File: src/rtl/xmuldiv_pkg.sv
// xmuldiv_pkg: shared definitions for the HRM-CPU extension page.
//   - register offsets of the multiply/divide block (xmuldiv)
//   - CTRL and STATUS bit positions
//   - FSM state encoding used by xmuldiv_core
//   - register offsets of the neighbouring extended-ALU page
package xmuldiv_pkg;

    // Multiply/divide register map (addr[3:0])
    localparam logic [3:0] ADDR_A    = 4'd0;
    localparam logic [3:0] ADDR_B    = 4'd1;
    localparam logic [3:0] ADDR_CTRL = 4'd2;
    localparam logic [3:0] ADDR_LO   = 4'd3;
    localparam logic [3:0] ADDR_HI   = 4'd4;

    // CTRL write bits
    localparam int CTRL_MUL_BIT = 0;
    localparam int CTRL_DIV_BIT = 1;

    // STATUS read bits
    localparam int STAT_BUSY_BIT = 0;
    localparam int STAT_DZ_BIT   = 1;
    localparam int STAT_DONE_BIT = 7;

    // Iteration FSM
    typedef enum logic {
        IDLE = 1'b0,
        RUN  = 1'b1
    } state_t;

    // Extended-ALU page offsets (separate page, same decoder style)
    localparam logic [3:0] XALU_ADDR_A     = 4'd0;
    localparam logic [3:0] XALU_ADDR_B     = 4'd1;
    localparam logic [3:0] XALU_ADDR_OP    = 4'd2;
    localparam logic [3:0] XALU_ADDR_RES   = 4'd3;
    localparam logic [3:0] XALU_ADDR_FLAGS = 4'd4;

endpackage

File: src/rtl/xmuldiv_if.sv
// xmuldiv_if: CPU-side memory-mapped port of the multiply/divide block.
//   addr     : CPU address, only [3:0] decoded by the slave
//   write_en : write strobe, already page-qualified
//   din      : write data
//   dout     : combinational read data
//   busy     : operation in progress
// Modports: master (CPU / testbench), slave (xmuldiv).
interface xmuldiv_if #(
    parameter int data_width = 8
);
    logic [7:0]            addr;
    logic                  write_en;
    logic [data_width-1:0] din;
    logic [data_width-1:0] dout;
    logic                  busy;

    modport master (output addr, write_en, din, input dout, busy);
    modport slave  (input addr, write_en, din, output dout, busy);
endinterface

File: src/rtl/xmuldiv_core.sv
// xmuldiv_core: iterative shift-add multiplier / restoring divider.
// Ports:
//   clk, rst      : clock, synchronous active-high reset
//   start, op_div : start request (only honoured in IDLE); 1 = divide
//   a, b          : operands (multiplier/multiplicand or dividend/divisor)
//   busy          : high while iterating
//   done          : high during the final iteration cycle; res_lo/res_hi
//                   are valid while done is high
//   res_lo/res_hi : product low/high or quotient/remainder
module xmuldiv_core
    import xmuldiv_pkg::*;
#(
    parameter int data_width = 8
) (
    input  logic                  clk,
    input  logic                  rst,
    input  logic                  start,
    input  logic                  op_div,
    input  logic [data_width-1:0] a,
    input  logic [data_width-1:0] b,
    output logic                  busy,
    output logic                  done,
    output logic [data_width-1:0] res_lo,
    output logic [data_width-1:0] res_hi
);
    localparam int         W    = data_width;
    localparam logic [3:0] LAST = 4'(W - 1);

    state_t         state, state_nxt;
    logic [3:0]     cnt;
    logic           div_op;
    logic [W-1:0]   r_hi;    // MUL: accumulator high half; DIV: partial remainder
    logic [W-1:0]   r_lo;    // MUL: multiplier / product low; DIV: dividend / quotient
    logic [W-1:0]   r_b;     // multiplicand or divisor
    logic [W-1:0]   hi_nxt, lo_nxt;
    logic [W:0]     addend, sum, shifted, diff;

    // One iteration of either algorithm, computed from the working registers.
    always_comb begin
        addend  = r_lo[0] ? {1'b0, r_b} : '0;
        sum     = {1'b0, r_hi} + addend;
        // The remainder is always < divisor, so W bits plus the shifted-in
        // dividend bit fit the (W+1)-bit trial.
        shifted = {r_hi, r_lo[W-1]};
        diff    = shifted - {1'b0, r_b};
        if (div_op) begin
            hi_nxt = diff[W] ? shifted[W-1:0] : diff[W-1:0];
            lo_nxt = {r_lo[W-2:0], ~diff[W]};
        end else begin
            hi_nxt = sum[W:1];
            lo_nxt = {sum[0], r_lo[W-1:1]};
        end
    end

    always_ff @(posedge clk) begin
        if (rst) state <= IDLE;
        else     state <= state_nxt;
    end

    always_comb begin
        state_nxt = state;
        case (state)
            IDLE: if (start)       state_nxt = RUN;
            RUN:  if (cnt == LAST) state_nxt = IDLE;
            default:               state_nxt = IDLE;
        endcase
    end

    always_comb begin
        busy = (state == RUN);
        done = (state == RUN) && (cnt == LAST);
    end

    always_ff @(posedge clk) begin
        if (rst) begin
            cnt    <= '0;
            div_op <= 1'b0;
            r_hi   <= '0;
            r_lo   <= '0;
            r_b    <= '0;
        end else if (state == IDLE && start) begin
            cnt    <= '0;
            div_op <= op_div;
            r_hi   <= '0;
            r_lo   <= a;
            r_b    <= b;
        end else if (state == RUN) begin
            cnt  <= cnt + 4'd1;
            r_hi <= hi_nxt;
            r_lo <= lo_nxt;
        end
    end

    // Results of the final iteration are handed over before they are stored.
    assign res_lo = lo_nxt;
    assign res_hi = hi_nxt;

endmodule

File: src/rtl/xmuldiv.sv
// xmuldiv: memory-mapped 8-bit unsigned multiply/divide peripheral.
// Ports:
//   clk, rst : clock, synchronous active-high reset
//   bus      : xmuldiv_if slave (addr, write_en, din, dout, busy)
// Holds the A/B/result registers, the done/dz_err flags, CTRL decode and
// the combinational read mux; iteration is done in xmuldiv_core.
module xmuldiv
    import xmuldiv_pkg::*;
#(
    parameter int data_width = 8
) (
    input  logic    clk,
    input  logic    rst,
    xmuldiv_if.slave bus
);
    localparam int W = data_width;

    logic [W-1:0] a_reg, b_reg, res_lo, res_hi;
    logic         done_flag, dz_err;
    logic         core_busy, core_done, core_start;
    logic [W-1:0] core_lo, core_hi;
    logic [3:0]   addr_lo;
    logic         wr_ok, start_req, is_div, div_zero;
    logic         unused_addr_hi;

    assign addr_lo        = bus.addr[3:0];
    assign unused_addr_hi = &{1'b0, bus.addr[7:4]};

    // Writes of any kind are dropped while an operation is running.
    assign wr_ok      = bus.write_en && !core_busy;
    assign start_req  = wr_ok && (addr_lo == ADDR_CTRL) &&
                        (bus.din[CTRL_MUL_BIT] || bus.din[CTRL_DIV_BIT]);
    assign is_div     = !bus.din[CTRL_MUL_BIT];   // MUL wins if both set
    assign div_zero   = is_div && (b_reg == '0);
    assign core_start = start_req && !div_zero;

    xmuldiv_core #(.data_width(W)) u_core (
        .clk    (clk),
        .rst    (rst),
        .start  (core_start),
        .op_div (is_div),
        .a      (a_reg),
        .b      (b_reg),
        .busy   (core_busy),
        .done   (core_done),
        .res_lo (core_lo),
        .res_hi (core_hi)
    );

    always_ff @(posedge clk) begin
        if (rst) begin
            a_reg     <= '0;
            b_reg     <= '0;
            res_lo    <= '0;
            res_hi    <= '0;
            done_flag <= 1'b0;
            dz_err    <= 1'b0;
        end else begin
            if (wr_ok && addr_lo == ADDR_A) a_reg <= bus.din;
            if (wr_ok && addr_lo == ADDR_B) b_reg <= bus.din;
            if (start_req) begin
                done_flag <= 1'b0;
                dz_err    <= 1'b0;
                // Divide by zero completes immediately without entering RUN.
                if (div_zero) begin
                    res_lo    <= '1;
                    res_hi    <= a_reg;
                    dz_err    <= 1'b1;
                    done_flag <= 1'b1;
                end
            end
            if (core_done) begin
                res_lo    <= core_lo;
                res_hi    <= core_hi;
                done_flag <= 1'b1;
            end
        end
    end

    always_comb begin
        bus.dout = '0;
        case (addr_lo)
            ADDR_A:    bus.dout = a_reg;
            ADDR_B:    bus.dout = b_reg;
            ADDR_CTRL: begin
                bus.dout[STAT_BUSY_BIT] = core_busy;
                bus.dout[STAT_DZ_BIT]   = dz_err;
                bus.dout[STAT_DONE_BIT] = done_flag;
            end
            ADDR_LO:   bus.dout = res_lo;
            ADDR_HI:   bus.dout = res_hi;
            default:   bus.dout = '0;
        endcase
    end

    assign bus.busy = core_busy;

endmodule

File: src/flat_wrapper.sv
// flat-port wrapper written by rule: the top's interface ports become plain ports
module xmuldiv_flat import xmuldiv_pkg::*;
#(
    parameter int data_width = 8
)
  (clk, rst, bus_addr, bus_write_en, bus_din, bus_dout, bus_busy);
  xmuldiv_if #(.data_width(data_width)) bus_i ();
  input  logic clk;
  input  logic rst;
  input wire logic [$bits(bus_i.addr)-1:0] bus_addr;
  input wire logic [$bits(bus_i.write_en)-1:0] bus_write_en;
  input wire logic [$bits(bus_i.din)-1:0] bus_din;
  output wire logic [$bits(bus_i.dout)-1:0] bus_dout;
  output wire logic [$bits(bus_i.busy)-1:0] bus_busy;
  assign bus_i.addr = bus_addr;
  assign bus_i.write_en = bus_write_en;
  assign bus_i.din = bus_din;
  assign bus_dout = bus_i.dout;
  assign bus_busy = bus_i.busy;
  xmuldiv #(.data_width(data_width)) u_core (.clk(clk), .rst(rst), .bus(bus_i));
endmodule
File: config.mk
export PLATFORM = sky130hd
export DESIGN_NAME = xmuldiv_flat
export DESIGN_NICKNAME = d
export VERILOG_FILES = /design/src/rtl/xmuldiv_pkg.sv /design/src/rtl/xmuldiv_if.sv /design/src/rtl/xmuldiv_core.sv /design/src/rtl/xmuldiv.sv /design/src/flat_wrapper.sv
export SDC_FILE = /design/constraint.sdc
export NUM_CORES = 1
export LEC_CHECK = 0
export CELL_PAD_IN_SITES_DETAIL_PLACEMENT = 1
export CELL_PAD_IN_SITES_GLOBAL_PLACEMENT = 1
export CORE_AREA = 5 5 98 122
export CTS_CLUSTER_DIAMETER = 80
export DETAILED_ROUTE_END_ITERATION = 10
export DIE_AREA = 0 0 103 127
export HOLD_SLACK_MARGIN = 0.12
export PLACE_DENSITY_LB_ADDON = 0.1
export SYNTH_ARGS = -nofsm -noshare
export SYNTH_HDL_FRONTEND = slang
export SYNTH_SLANG_ARGS = --single-unit
File: constraint.sdc
create_clock -name clk -period 7.4 [get_ports clk]
set_clock_uncertainty 0.15 [all_clocks]
set_input_delay 1.11 -clock clk [delete_from_list [all_inputs] [get_ports clk]]
set_output_delay 1.11 -clock clk [all_outputs]
set_load 0.01 [all_outputs]
==> run summary, run 1 <==
main flop type after synthesis: dfxtp_1
first-pass GRT wire length: 18,700 um
area grow syn2layout: 19.1%
Ports: 28
CP required: 6.14 ns
Routed Antenna Nets: 0
Synth area leader: dfxtp_1
Worst Path Max Fanout: 17
final setup fails: 0
reg-to-reg critical path endpoint: u_core.res_hi[4]
Final Hold Viols: 0
drt total wl: 11,400 um
largest net degree at the start of global routing: 47
CTS tree: yes
final worst slack: 3.03 ns
Max Clock Freq: 0.229 GHz
Fill cells: 1,280
Crit Path Class: in -> out
Clk Latency, worst-skew pair: 0.33 ns
Yosys cell types: 56
initial antenna violation count: 0
Worst setup EP type: primary output
GPL Wtd Cong: 0.818
cts repair resizes: 0
TritonCTS Buffers: 9
Leakage: 0.00155 uW
DR vias: 3,388
Hold Path Sink: u_core.u_core.r_lo[7]
# diodes: 0
global route overflow: 0
Min-Delay Startpoint: u_core.u_core.r_lo[7]
Critical R2R Launch: u_core.u_core.r_lo[7]
CP Data Arrival Time: 3.11 ns
Vert. Die Dim: 127 um
layout cell share with drive strength beyond 1: 0.0828
Hold Path Cell Cnt: 2
final net count: 505
Hold/Removal Path Class: reg -> reg
Syn Area/Cell: 8.14 um^2
RSZ-0062 raised after global routing: no
TritonRoute pass-1 iters: 5
multi-input logic area: 2210 um^2
EDFF count, synth: 0
Hold WS: 0.325 ns
num rows: 42
Die X: 103 um
status: finished clean
Pins Over Slew Limit: 0
peak supply drop: 0.210 mV
Via-to-Cell Ratio: 5.62
register area: 1280 um^2
CTS clock-pin slew for the worst setup and hold paths: 0.05 ns
post-DP HPWL: 8430 um
Slew Limit Headroom: 0.487
Tot GR Track Use: 0.185
register area share after synthesis: 0.353
DIE AREA: 13,100 um^2
DRC: 0
Avg WL per Cell: 18.9 um
setup_tns: 0 ns
Post-CTS Setup Bufs: 0
Yosys warnings: 0
Area contributors post-synth: dfxtp_1 35%, a21oi_1 6.9%, nand2_1 6.5%, ha_1 5.9%, nor2_1 4.4%
H-tree depth reported by CTS: 3
DP Worst Slack: 3.01 ns
share of the synthesized area in the top cell type: 0.353
R2R cell count: 10
Hold Buf Count CTS: 0
Starting Density: 0.342
clock root buffer: clkbuf_16
commonest non-fill, non-tap cell in the layout: dfxtp_1
Min Clock Period, post-route: 4.37 ns
Power Density: 197 nW/um^2
part of the cycle the worst path needs: 0.590
CTS sink count: 64
vias in the first global route: 3,520
most frequent cells in the layout: 64 x dfxtp_1, 63 x nand2_1, 50 x a21oi_1
reg-to-reg setup timing slack: 4.05 ns
Post-Syn Area: 3630 um^2
I/O Buffers: 23
Syn Inst Count: 446
Syn Nets: 484
ys async rst share: 0
initial DRC count: 212
Max Cap Violations: 0
Synth Register Bits: 64
Worst-Margin Slew: 0.769 ns
crit start category: input pin
clock buffer depth: 2
core area: 10,600 um^2
cell families after synthesis:
group           synth area share
simple gates               0.221
compound gates             0.247
flops                      0.353
buf+inv                   0.0389
fa+ha+maj                 0.0696
mux                       0.0438
xor+xnor                  0.0265
worst max path at each step:
stage | start | to | slack (ns) | depth (start not counted)
floorplan | bus_addr[1] | bus_dout[0] | 3.82 | 4
CTS | bus_addr[3] | bus_dout[3] | 3.01 | 6
finish | bus_addr[3] | bus_dout[3] | 3.03 | 6
global route | bus_addr[3] | bus_dout[2] | 2.91 | 6
global placement | bus_addr[3] | bus_dout[2] | 3.03 | 6
detailed placement | bus_addr[3] | bus_dout[3] | 3.01 | 6
power by group:
| group | internal [uW] | switching, uW |
|---|---|---|
| sequential | 347 | 2.69 |
| combinational | 16.0 | 25.1 |
| clock | 311 | 151 |
critical path, cell delays in order:
cell and delay (ns):
clkdlybuf4s50_1 0.63, nor4_2 0.09, buf_4 0.21, a222oi_1 0.48, nand2_1 0.09, clkdlybuf4s50_1 0.49
metal layers:
layer	GRT usage	share of wire	vias to the layer above
li1	-	-	1672
met1	0.228	0.43	1654
met2	0.315	0.52	46
met3	0.0311	0.026	16
met4	0.0739	0.024	0
met5	0	0	-
cells in the mapped netlist, drive strengths merged (6+ instances only):
master / instances
a21oi: 50
a22oi: 18
and2: 8
clkbuf: 17
dfxtp: 64
ha: 17
inv: 14
mux2: 7
mux2i: 8
nand2: 63
nand3: 21
nand3b: 6
nor2: 43
o211ai: 7
o21ai: 18
xnor2: 6
cell type report:
class,count,area share
Tap cell,132,0.0382
Sequential cell,64,0.296
Clock buffer,12,0.0593
Clock inverter,3,0.0150
Inverter,14,0.0121
Timing Repair Buffer,31,0.0671
Multi-Input combinational cell,347,0.512
per-stage QoR:
stage / area (um^2) / utilization / total power, uW / instances
2_1_floorplan: 3630 / - / 378 / 446
3_3_place_gp: 4000 / 0.377 / 398 / 588
3_5_place_dp: 4000 / 0.377 / 399 / 588
4_1_cts: 4330 / 0.407 / 860 / 603
5_1_grt: 4330 / 0.407 / 880 / 603
6_report: 4330 / 0.407 / 853 / 603
(Power assumes the default switching activity.)
==> run 2, diff against run 1 <==
==> constraint.sdc (replaced) <==
create_clock -name clk -period 4 [get_ports clk]
set_clock_uncertainty 0.15 [all_clocks]
set_input_delay 0.6 -clock clk [delete_from_list [all_inputs] [get_ports clk]]
set_output_delay 0.6 -clock clk [all_outputs]
set_load 0.01 [all_outputs]
==> run 2 against run 1 <==
Net effect:
- sequential share of layout area fell by 0.21 points
- first-iteration DRC count fell by 0.94%
- power rose by 81%
==> run summary, run 2 (synthesis gave the netlist of run 1 again) <==
status: finished clean
most frequent cells in the layout: 64 x dfxtp_1, 63 x nand2_1, 50 x a21oi_1
peak supply drop: 0.219 mV
clock buffer depth: 2
Leakage: 0.00157 uW
Pins Over Slew Limit: 0
Clk Latency, worst-skew pair: 0.33 ns
reg-to-reg setup timing slack: 0.69 ns
largest net degree at the start of global routing: 42
Slew Limit Headroom: 0.599
clock root buffer: clkbuf_16
Power Density: 355 nW/um^2
CTS tree: yes
placed cell areas: 4040 um^2
Routed Antenna Nets: 0
final net count: 508
first-pass GRT wire length: 19,300 um
Max Cap Violations: 0
Ports: 28
Hold/Removal Path Class: reg -> reg
Starting Density: 0.342
initial DRC count: 210
reg-to-reg critical path endpoint: u_core.res_hi[6]
vias in the first global route: 3,716
# diodes: 0
RSZ-0062 raised after global routing: no
Die X: 103 um
initial antenna violation count: 0
Crit Path Class: in -> out
crit path launch: bus_addr[3]
layout cell share with drive strength beyond 1: 0.0926
Max stage delay cell, worst path: clkdlybuf4s50_1
setup_tns: 0 ns
Worst Path Max Fanout: 17
Hold Buf Count CTS: 0
CP required: 3.25 ns
family with the most delay on the worst path: buffers and inverters
Max Clock Freq: 0.299 GHz
Hold WS: 0.315 ns
cts repair resizes: 0
drt total wl: 11,700 um
global route overflow: 0
Critical R2R Launch: u_core.u_core.r_lo[7]
num rows: 42
part of the cycle the worst path needs: 0.836
end of the critical path: bus_dout[3]
DR vias: 3,418
post-DP HPWL: 8760 um
DRC: 0
Avg WL per Cell: 19.3 um
crit start category: input pin
CP Buf/Inv Count: 3
TritonRoute pass-1 iters: 4
final setup fails: 0
I/O Buffers: 23
core area: 10,600 um^2
worst-path cell chain: clkdlybuf4s50_1, nor4_2, buf_4, a222oi_1, nand2_1, clkdlybuf4s50_1
Min-Delay Startpoint: u_core.u_core.r_lo[7]
commonest non-fill, non-tap cell in the layout: dfxtp_1
design area: 4360 um^2
Worst setup EP type: primary output
Worst-Margin Slew: 0.593 ns
critical path depth in cells: 6
DIE AREA: 13,100 um^2
Fill cells: 1,288
Post-CTS Setup Bufs: 0
CTS clock-pin slew for the worst setup and hold paths: 0.05 ns
Final Hold Viols: 0
Crit path top cell by count: clkdlybuf4s50_1
Min Clock Period, post-route: 3.34 ns
Tot GR Track Use: 0.189
Via-to-Cell Ratio: 5.63
TritonCTS Buffers: 9
Vert. Die Dim: 127 um
area grow syn2layout: 20.0%
R2R cell count: 10
H-tree depth reported by CTS: 3
GPL Wtd Cong: 0.811
CP Data Arrival Time: 2.59 ns
crit-path max cell delay: 0.62 ns
CTS sink count: 64
-- run 2: stage by stage --
| stage | power, uW | util | setup slack [ns] | std cells |
|---|---|---|---|---|
| 2_1_floorplan | 699 | - | 1.35 | 446 |
| 3_3_place_gp | 738 | 0.380 | 0.642 | 591 |
| 3_5_place_dp | 739 | 0.380 | 0.642 | 591 |
| 4_1_cts | 1560 | 0.410 | 0.644 | 607 |
| 5_1_grt | 1600 | 0.410 | 0.476 | 607 |
| 6_report | 1550 | 0.410 | 0.656 | 607 |
-- run 2: layer usage --
layer | vias to the layer above | part of all wire | GRT usage
met4 | 0 | 0.015 | 0.0610
met1 | 1693 | 0.45 | 0.228
li1 | 1676 | - | -
met5 | - | 0 | 0
met3 | 11 | 0.021 | 0.0273
met2 | 38 | 0.52 | 0.340
-- run 2: worst register-to-register path, delay by kind of cell, from the launching register on --
family	cells	cell delay, ns
AO/OA/AOI/OAI	4	1.15
multiplexers	2	0.71
adder cells (fa/ha/maj)	2	0.64
flip-flops	1	0.31
buffers and inverters	2	0.20
-- run 2: area by class of cell --
type | count | area (um^2) | area share
Sequential cell | 64 | 1280 | 0.294
Multi-Input combinational cell | 347 | 2210 | 0.508
Clock inverter | 4 | 51.3 | 0.0118
Inverter | 14 | 52.6 | 0.0121
Tap cell | 132 | 165 | 0.0379
Clock buffer | 12 | 267 | 0.0612
Timing Repair Buffer | 34 | 325 | 0.0747
-- run 2: worst min-delay path by stage --
stage | slack [ns] | endpoint | cells past startpoint
2_1_floorplan | 0.29 | u_core.done_flag | 2
3_3_place_gp | 0.29 | u_core.u_core.r_lo[7] | 2
3_5_place_dp | 0.30 | u_core.u_core.r_lo[7] | 2
4_1_cts | 0.31 | u_core.u_core.r_lo[7] | 2
5_1_grt | 0.34 | u_core.u_core.r_lo[7] | 2
6_report | 0.32 | u_core.u_core.r_lo[7] | 2
-- run 2: power breakdown --
part	internal, uW	total (uW)	switching [uW]
sequential	642	647	5.02
clock	533	821	288
combinational	30.3	76.8	46.5
total	1210	1550	339
==> run 3, diff against run 2 <==
==> constraint.sdc (replaced) <==
create_clock -name clk -period 3 [get_ports clk]
set_clock_uncertainty 0.15 [all_clocks]
set_input_delay 0.45 -clock clk [delete_from_list [all_inputs] [get_ports clk]]
set_output_delay 0.45 -clock clk [all_outputs]
set_load 0.01 [all_outputs]
==> run 3 against run 2 <==
Net effect:
- clock-buffer cell count unchanged
- largest cell class unchanged
- critical path depth up 5
- largest power group unchanged
- first-iteration DRC count up 4.3%
- sequential power up 33%
- final cell count up 4.9%
- power up 33%
- worst hold slack worse by 0.00054 ns
- sequential share of layout area down 2.1 points
==> run summary, run 3 (synthesis gave the netlist of run 1 again) <==
status: finished clean
first-pass GRT wire length: 19,500 um
CTS sink count: 64
Avg WL per Cell: 19.1 um
RSZ-0062 raised after global routing: yes
internal power: 1600 uW
crit path launch: u_core.u_core.r_b[0]
Reg power frac: 0.421
Vert. Die Dim: 127 um
CTS tree: yes
multi-input logic area: 2320 um^2
Power Density: 436 nW/um^2
CP Data Arrival Time: 2.98 ns
global route overflow: 0
worst-path cell chain: buf_4, and2_1, ha_1, inv_1, fa_1, nor2b_1, o31a_1, o22ai_1, mux2i_1, o311ai_4, a2111oi_4
final setup fails: 0
Hold Buf Count CTS: 0
drt total wl: 12,200 um
Max stage delay cell, worst path: fa_1
DP Worst Slack: -0.103 ns
clock buffer depth: 2
Max Clock Freq: 0.345 GHz
peak supply drop: 0.322 mV
Via-to-Cell Ratio: 5.56
most frequent cells in the layout: 63 x nand2_1, 63 x dfxtp_1, 49 x a21oi_1
Final Hold Viols: 0
Hold/Removal Path Class: reg -> reg
I/O Buffers: 23
Min Clock Period, post-route: 2.90 ns
TritonRoute pass-1 iters: 4
CP Buf/Inv Count: 2
vias in the first global route: 3,733
Tot GR Track Use: 0.193
clock root buffer: clkbuf_16
Routed Antenna Nets: 0
Crit Path Class: reg -> reg
reg-to-reg setup timing slack: 0.10 ns
GPL Wtd Cong: 0.875
clock power share: 0.520
DIE AREA: 13,100 um^2
CP required: 3.09 ns
Hold Path Sink: u_core.u_core.r_lo[7]
H-tree depth reported by CTS: 3
Min-Delay Startpoint: u_core.u_core.r_lo[7]
crit-path max cell delay: 0.38 ns
core area: 10,600 um^2
dpl cells: 616
register area: 1280 um^2
DR vias: 3,540
Worst setup EP type: flop
Max Cap Violations: 0
critical path depth in cells: 11
Starting Density: 0.342
initial antenna violation count: 0
Slew Limit Headroom: 0.421
reg-to-reg critical path endpoint: u_core.res_hi[5]
Final Non-Filler Cells: 637
Logic pwr share: 0.059
TritonCTS Buffers: 9
Fill cells: 1,263
Critical R2R Launch: u_core.u_core.r_b[0]
area grow syn2layout: 29.6%
initial DRC count: 219
CTS clock-pin slew for the worst setup and hold paths: 0.06 ns
layout cell share with drive strength beyond 1: 0.166
final worst slack: 0.103 ns
Worst-Margin Slew: 0.868 ns
crit start category: flop
Leakage: 0.00175 uW
Hold Path Cell Cnt: 2
part of the cycle the worst path needs: 0.966
Switch Pwr: 455 uW
family with the most delay on the worst path: compound AO/OA/AOI/OAI gates
# diodes: 0
Sw Ratio: 0.222
num rows: 42
setup_tns: 0 ns
Pins Over Slew Limit: 0
Worst Path Max Fanout: 3
Die X: 103 um
final net count: 538
post-DP HPWL: 9280 um
Ports: 28
largest net degree at the start of global routing: 33
Clk Latency, worst-skew pair: 0.33 ns
DRC: 0
R2R cell count: 11
[run 3: cell types whose count changed in the layout (fill, tap and decap cells not counted), moves of 2 or more]
cell	before	now
buf_4	10	37
clkdlybuf4s50_1	23	19
dlymetal6s2s_1	0	3
a2111oi_0	3	1
buf_6	0	2
clkinvlp_4	1	3
mux2i_1	8	6
mux2i_4	0	2
[run 3: layer usage]
layer / routed length, um / part of all wire / track usage
met5: 0 / 0 / 0
met4: 308 / 0.025 / 0.0739
met3: 232 / 0.019 / 0.0344
met2: 6370 / 0.52 / 0.329
met1: 5280 / 0.43 / 0.239
[run 3: worst max-delay path by stage]
stage	endpoint	slack (ns)
floorplan	u_core.res_hi[5]	0.35
global placement	bus_dout[1]	0.03
detailed placement	u_core.res_hi[6]	-0.10
CTS	u_core.res_hi[0]	0.006
global route	u_core.res_hi[5]	-0.06
finish	u_core.res_hi[5]	0.10
[run 3: worst reg2reg max path: stages (launching register included)]
cell and delay (ns):
dfxtp_1 0.37, buf_4 0.13, and2_1 0.11, ha_1 0.20
inv_1 0.07, fa_1 0.38, nor2b_1 0.22, o31a_1 0.20
o22ai_1 0.12, mux2i_1 0.30, o311ai_4 0.20, a2111oi_4 0.35
[run 3: timing repair]
action / 4_1_cts / 5_1_grt
buffers inserted: 1 / 5
resized for setup: 9 / 17
endpoints found under the setup margin: 5 / 20
pin swaps: 2 / 8
[run 3: area by class of cell]
| cell class | instances | share of cell area |
|---|---|---|
| multi-input combinational | 347 | 0.493 |
| sequential | 64 | 0.273 |
| timing repair buffer | 64 | 0.123 |
| clock buffer | 12 | 0.0545 |
| tap | 132 | 0.0351 |
| clock inverter | 4 | 0.0112 |
| inverter | 14 | 0.0112 |
[run 3: power by group through the flow]
stage               logic, uW  clock network, uW  registers, uW
floorplan                53.6                  0            879
finish                    122               1070            863
global route              132               1130            863
global placement          113                  0            881
detailed placement        115                  0            881
CTS                       117               1090            863
[run 3: per-stage QoR]
step	power, uW	hold WS (ns)	util	instance area, um^2
6_report	2050	0.315	0.443	4700
5_1_grt	2120	0.335	0.443	4700
4_1_cts	2070	0.306	0.430	4570
3_5_place_dp	996	0.299	0.398	4230
3_3_place_gp	994	0.299	0.398	4230
2_1_floorplan	933	0.286	-	3630
